===== config.mk =====
export PLATFORM = sky130hd
export DESIGN_NAME = rotl_pipe_flat
export DESIGN_NICKNAME = d
export VERILOG_FILES = /design/src/rtl/rotl_pipe_if.sv /design/src/rtl/rotl_pipe.sv /design/src/flat_wrapper.sv
export SDC_FILE = /design/constraint.sdc
export NUM_CORES = 1
export LEC_CHECK = 0
export BUFFER_PORTS_ARGS = -buffer_cell sky130_fd_sc_hd__buf_2
export CORE_ASPECT_RATIO = 0.7
export CORE_MARGIN = 2
export CORE_UTILIZATION = 54
export DETAILED_ROUTE_END_ITERATION = 10
export HOLD_SLACK_MARGIN = 0.08
export PLACE_DENSITY = 0.73
export SYNTH_ARGS = -nofsm -noshare
export SYNTH_HDL_FRONTEND = slang
export SYNTH_SLANG_ARGS = --single-unit

===== constraint.sdc =====
create_clock -name clk -period 1.4 [get_ports clk]
set_clock_uncertainty 0.15 [all_clocks]
set_input_delay 0.21 -clock clk [delete_from_list [all_inputs] [get_ports clk]]
set_output_delay 0.21 -clock clk [all_outputs]
set_load 0.02 [all_outputs]

===== src/rtl/rotl_pipe_if.sv =====
// Handshake bundle for rotl_pipe: input word/amount channel plus result channel.
// ROTL_PIPE_DIR_EN adds the in_dir signal to the input channel.
interface rotl_pipe_if #(
    parameter int unsigned WIDTH = 32
);
    localparam int unsigned AW = 5;

    logic             in_valid;
    logic             in_ready;
    logic [WIDTH-1:0] in_data;
    logic [AW-1:0]    in_amt;
`ifdef ROTL_PIPE_DIR_EN
    logic             in_dir;
`endif
    logic             out_valid;
    logic             out_ready;
    logic [WIDTH-1:0] out_data;

`ifdef ROTL_PIPE_DIR_EN
    modport master (output in_valid, in_data, in_amt, in_dir, out_ready,
                    input  in_ready, out_valid, out_data);
    modport slave  (input  in_valid, in_data, in_amt, in_dir, out_ready,
                    output in_ready, out_valid, out_data);
`else
    modport master (output in_valid, in_data, in_amt, out_ready,
                    input  in_ready, out_valid, out_data);
    modport slave  (input  in_valid, in_data, in_amt, out_ready,
                    output in_ready, out_valid, out_data);
`endif
endinterface


===== src/rtl/rotl_pipe.sv =====
// Five-stage logarithmic 32-bit left rotator; stage k rotates by 2^k, whole pipe stalls on backpressure.
// ROTL_PIPE_DIR_EN adds in_dir (1 = rotate right, realised as a left rotate by the negated amount).
module rotl_pipe #(
    parameter int unsigned WIDTH = 32
) (
    input logic         clk,
    input logic         rst,
    rotl_pipe_if.slave  bus
);
    localparam int unsigned AW   = 5;
    localparam int unsigned NSTG = 5;

    logic             stall;
    logic [AW-1:0]    eff_amt;
    logic             last_v;
    logic [WIDTH-1:0] last_d;

    assign stall         = last_v & ~bus.out_ready;
    assign bus.in_ready  = ~stall;
    assign bus.out_valid = last_v;
    assign bus.out_data  = last_d;

`ifdef ROTL_PIPE_DIR_EN
    // Right rotate by n == left rotate by (32 - n) mod 32, i.e. the 5-bit negate.
    assign eff_amt = bus.in_dir ? AW'(~bus.in_amt + AW'(1)) : bus.in_amt;
`else
    assign eff_amt = bus.in_amt;
`endif

    for (genvar k = 0; k < NSTG; k++) begin : g_stg
        localparam int unsigned SH = 1 << k;

        logic             v_q;
        logic [WIDTH-1:0] d_q;
        logic             src_v;
        logic [WIDTH-1:0] src_d;
        logic [AW-1-k:0]  src_amt;

        if (k == 0) begin : g_head
            assign src_v   = bus.in_valid & ~stall;
            assign src_d   = bus.in_data;
            assign src_amt = eff_amt;
        end else begin : g_link
            assign src_v   = g_stg[k-1].v_q;
            assign src_d   = g_stg[k-1].d_q;
            assign src_amt = g_stg[k-1].g_amt.amt_q;
        end

        // Bit 0 of the remaining amount selects this stage's fixed rotate.
        always_ff @(posedge clk) begin
            if (rst) begin
                v_q <= 1'b0;
                d_q <= '0;
            end else if (!stall) begin
                v_q <= src_v;
                d_q <= src_amt[0] ? {src_d[WIDTH-1-SH:0], src_d[WIDTH-1:WIDTH-SH]} : src_d;
            end
        end

        // Only the amount bits still needed downstream are carried forward.
        if (k < NSTG - 1) begin : g_amt
            logic [AW-2-k:0] amt_q;

            always_ff @(posedge clk) begin
                if (rst) begin
                    amt_q <= '0;
                end else if (!stall) begin
                    amt_q <= src_amt[AW-1-k:1];
                end
            end
        end

        if (k == NSTG - 1) begin : g_tail
            assign last_v = v_q;
            assign last_d = d_q;
        end
    end
endmodule


===== src/flat_wrapper.sv =====
// flat-port wrapper written by rule: the top's interface ports become plain ports
module rotl_pipe_flat 
#(
    parameter int unsigned WIDTH = 32
)
  (clk, rst, bus_in_valid, bus_in_data, bus_in_amt, bus_out_ready, bus_in_ready, bus_out_valid, bus_out_data);
  rotl_pipe_if #(.WIDTH(WIDTH)) bus_i ();
  input logic clk;
  input logic rst;
  input wire logic [$bits(bus_i.in_valid)-1:0] bus_in_valid;
  input wire logic [$bits(bus_i.in_data)-1:0] bus_in_data;
  input wire logic [$bits(bus_i.in_amt)-1:0] bus_in_amt;
  input wire logic [$bits(bus_i.out_ready)-1:0] bus_out_ready;
  output wire logic [$bits(bus_i.in_ready)-1:0] bus_in_ready;
  output wire logic [$bits(bus_i.out_valid)-1:0] bus_out_valid;
  output wire logic [$bits(bus_i.out_data)-1:0] bus_out_data;
  assign bus_i.in_valid = bus_in_valid;
  assign bus_i.in_data = bus_in_data;
  assign bus_i.in_amt = bus_in_amt;
  assign bus_i.out_ready = bus_out_ready;
  assign bus_in_ready = bus_i.in_ready;
  assign bus_out_valid = bus_i.out_valid;
  assign bus_out_data = bus_i.out_data;
  rotl_pipe #(.WIDTH(WIDTH)) u_core (.clk(clk), .rst(rst), .bus(bus_i));
endmodule

Word level (Yosys, flattened, before mapping) --
Index checks and enable logic that the tools add are counted.
Word-level totals: register bits 175, logic and storage cells 23, latch bits 0, memory bits (writable) 0, ROM bits 0, memories kept 0
Operators by class: equal/unequal tests 0, magnitude comparators 0, div/mod/pow operators 0, reductions and logical operators 0, multiply operators 0, shifts and indexed selects 0, bitwise gates (word level) 4, add/subtract/negate cells 0, multiplexer cells 5
Operators by type and width (number):
- $mux 32 | 5
- $and 1x1->1 | 2
- $not 1->1 | 2

Logic depth before layout (Yosys ltp) --
word-level depth 4, gate-level depth with buffers 7, depth with buffers taken out 4

Least setup slack after synthesis --
No wires, ideal clock.
path kind reg-to-reg, from reg u_core.g_stg[4].v_q (netlist: u_core.bus.out_valid), to reg u_core.g_stg[4].d_q[0] (netlist: u_core.bus.out_data[0]), required time 1169 ps, buffers on the path 4, stages on the path, launching flop included 8, arrival time 1298 ps, library setup time 81 ps, path slack -130 ps, clock period less this slack 1530 ps, path through dfxtp_1 > nor2b_2 > buf_6 > inv_2 > buf_6 > buf_8 > buf_6 > a211oi_2
On the way: longest elaborated chain between the ends 1
RTL lines:
- start, declared | RTL line rotl_pipe.sv:33 | logic v_q;
- start signal, assigned | RTL line rotl_pipe.sv:55 | v_q <= src_v;
- $and 1x1->1 | RTL line rotl_pipe.sv:18 | assign stall = last_v & ~bus.out_ready;
- end signal, assigned | RTL line rotl_pipe.sv:56 | d_q <= src_amt[0] ? {src_d[WIDTH-1-SH:0], src_d[WIDTH-1:WIDTH-SH]} : src_d;
- end, declared | RTL line rotl_pipe.sv:34 | logic [WIDTH-1:0] d_q;
Every way passes these cells. A chain may end at the register's enable or synchronous reset.

Worst setup path after layout --
from reg u_core.g_stg[4].v_q (netlist: u_core.bus.out_valid), to reg u_core.g_stg[1].d_q[15]
On the way: longest elaborated chain between the ends 1
RTL lines (RTL line):
- $and 1x1->1 | rotl_pipe.sv:18
- end signal, assigned | rotl_pipe.sv:56
- end, declared | rotl_pipe.sv:34
Every way passes these cells.

==> metrics.txt <==
H-tree levels 4; most used routing layer met2; setup TNS -26,840 ps; Final period util 116.6%; clk root buf clkbuf_16; fmax about 610 MHz; die span in y roughly 110 microns; LEAKAGE just over 4 nW; post-detailed-route wirelength per cell roughly 18 microns; power density over the cells 1117 nW/um^2; Fin. Hold Viols 0; critical path peak fanout 23; worst hold path type input pin to register; DRT Pass-1 Iters 4; worst setup path class register to register; Post-Synthesis Cell Area between 8000 and 9000 sq um; gpl congestion between 0.7 and 0.8; max-cap viol count 0; final slew viol count 0; crit path DAT between 1500 and 2000 ps; outcome complete, but fails checks; Slew Limit Headroom a little under three quarters; Core Area ~15,000 sq um; Avg Cell Area, Syn ~11 sq um; Die ar. 16,490 sq um; CP required ~1600 ps; TritonCTS clock tree done; share of post-route cells with drive strength above 1 approximately a third; Fill cells roughly 1.1k; drt drc 0; row cnt 37; worst slew pin tran 411.1 ps; failing checks setup timing; final worst setup slack -232.1 ps; met3 Track Usage GR under 10%; Starting Density 56.02%; leading cell type in the layout, fill and taps excluded dfxtp_1; synth warn 0; most frequent cells in the layout dfxtp_1, nor2_1, mux2i_1, a211oi_2, buf_2; startpoint types register; Syn Nets ~800; worst vdd ir between 0.9 and 1 mV; # setup viols final around 170; GRT met2 Usage between 30% and 40%; vias in the first global route 6,230; Netlist cell types 15; dpl hpwl ~12,000 microns; via count about 6.2k; Num CTS Buffers 17; largest net degree at the start of global routing between 40 and 50; maximum clock path buffer count 2; post-synthesis cell count 779; num ports 75; DR vias/cell 5.673; WL final 19,220 microns; Total GRT Usage about a quarter; global-route wire length before repair 31,370 microns; Sink Count about 180; clock latency on the worst-skew pair ~430 ps; Nets roughly 920; drt first-iter violations 310; Clock transition at path regs 60 ps; GR Overflow Total 0; diodes inserted 0; PortBufs between 70 and 80; met1 usage about a third; Area Overhead vs Synth 23.22%; Tot Pwr roughly 11 mW; sequential cell area fraction in the yosys report a little over two fifths; r2r setup slk -230 ps; min cycle time layout roughly 1600 ps; antenna violations before repair 0; ANT nets after route 0; RSZ-0062 raised after global routing true; Fin Hold WS approximately 120 ps; CP Capture Type register; Synth Register Bits around 180; Die X around 150 microns
[area by class of cell]
class                      count  area (sq um)  share of cell area (%)
clock buffer                  23         488.0                   4.742
multi-input combinational    525          4383                   42.59
tap                          195         244.0                   2.371
timing repair buffer         157          1521                   14.79
clock inverter                 9         130.1                   1.265
sequential                   175          3512                   34.13
inverter                       1         11.26                  0.1094
[synth_stat cells]
cell,n,area (sq um)
dfxtp_1,175,3503
clkbuf_1,15,56.30
buf_6,18,202.7
buf_1,3,11.26
a211oi_1,10,75.07
inv_2,1,3.750
buf_8,1,15.01
a21oi_1,14,70.07
nand2_1,28,105.1
a211oi_2,150,1877
nor2_1,162,608.1
nor2b_2,1,8.760
buf_4,3,22.52
mux2i_1,160,1602
buf_2,38,190.2
[metal layers]
layer / wire length, microns / vias to the layer above / share of wire (%)
met4: 151 / 0 / 0.79
met3: 722 / 14 / 3.8
met2: 9117 / 102 / 47
met5: 0 / - / 0
met1: 9233 / 3030 / 48
li1: - / 3009 / -
[flip-flops by register name, summed over array words and instances, names as in the netlist]
name / cells
u_core.bus.out_data: 32
u_core.g_stg.g_amt.amt_q: 10
u_core.bus.out_valid: 1
u_core.g_stg.v_q: 4
u_core.g_stg.d_q: 128
[timing repair]
item | CTS | global route
setup buffers | 4 | 0
hold buffers | 37 | 0
gates cloned | 5 | 1
gates resized for setup | 11 | 7
endpoints found under the hold margin | 37 | 0
endpoints found under the setup margin | 86 | 175
[cells by family (layout without fill, tap and decap cells)]
group                  Yosys count  after routing  synth area share, %
AND/OR/NAND/NOR                191            191                8.645
buffers and inverters           79            190                6.008
flip-flops                     175            175                41.95
multiplexers                   160            160                19.18
AO/OA/AOI/OAI                  174            174                24.21
[metrics by stage]
stage                     worst slack [ps]  cells  instance area (sq um)  utilization [%]
after floorplan                     -25.30    779                   8367                -
after global placement             -0.5648   1006                   9005            60.41
after detailed placement            -50.54   1006                   9005            60.41
after CTS                           -241.1   1084                  10230            68.64
after global routing                -274.8   1085                  10290            69.03
final                               -232.1   1085                  10290            69.03
[report_power, final]
group	internal, mW	switching [mW]
Clock	3.00	1.94
Combinational	0.569	0.550
Sequential	5.21	0.217
Total	8.78	2.71
[worst max-delay path, cell delays in order (launching register included)]
cell and delay [ps]:
dfxtp_4 340, nor2b_4 200, inv_8 60, buf_4 230, bufbuf_16 350, a211oi_2 210
[final timing paths]
path	from	end	cells after the start
setup / recovery	u_core.bus.out_valid$_SDFFE_PP0N_	u_core.g_stg[1].d_q[15]$_SDFFE_PP0N_	5
hold / removal	rst	u_core.g_stg[0].d_q[31]$_SDFFE_PP0N_	2
setup reg to reg	u_core.bus.out_valid$_SDFFE_PP0N_	u_core.g_stg[1].d_q[15]$_SDFFE_PP0N_	5
hold reg to reg	u_core.g_stg[1].g_amt.amt_q[2]$_SDFFE_PP0N_	u_core.g_stg[1].g_amt.amt_q[2]$_SDFFE_PP0N_	2
(Power assumes the default switching activity.)
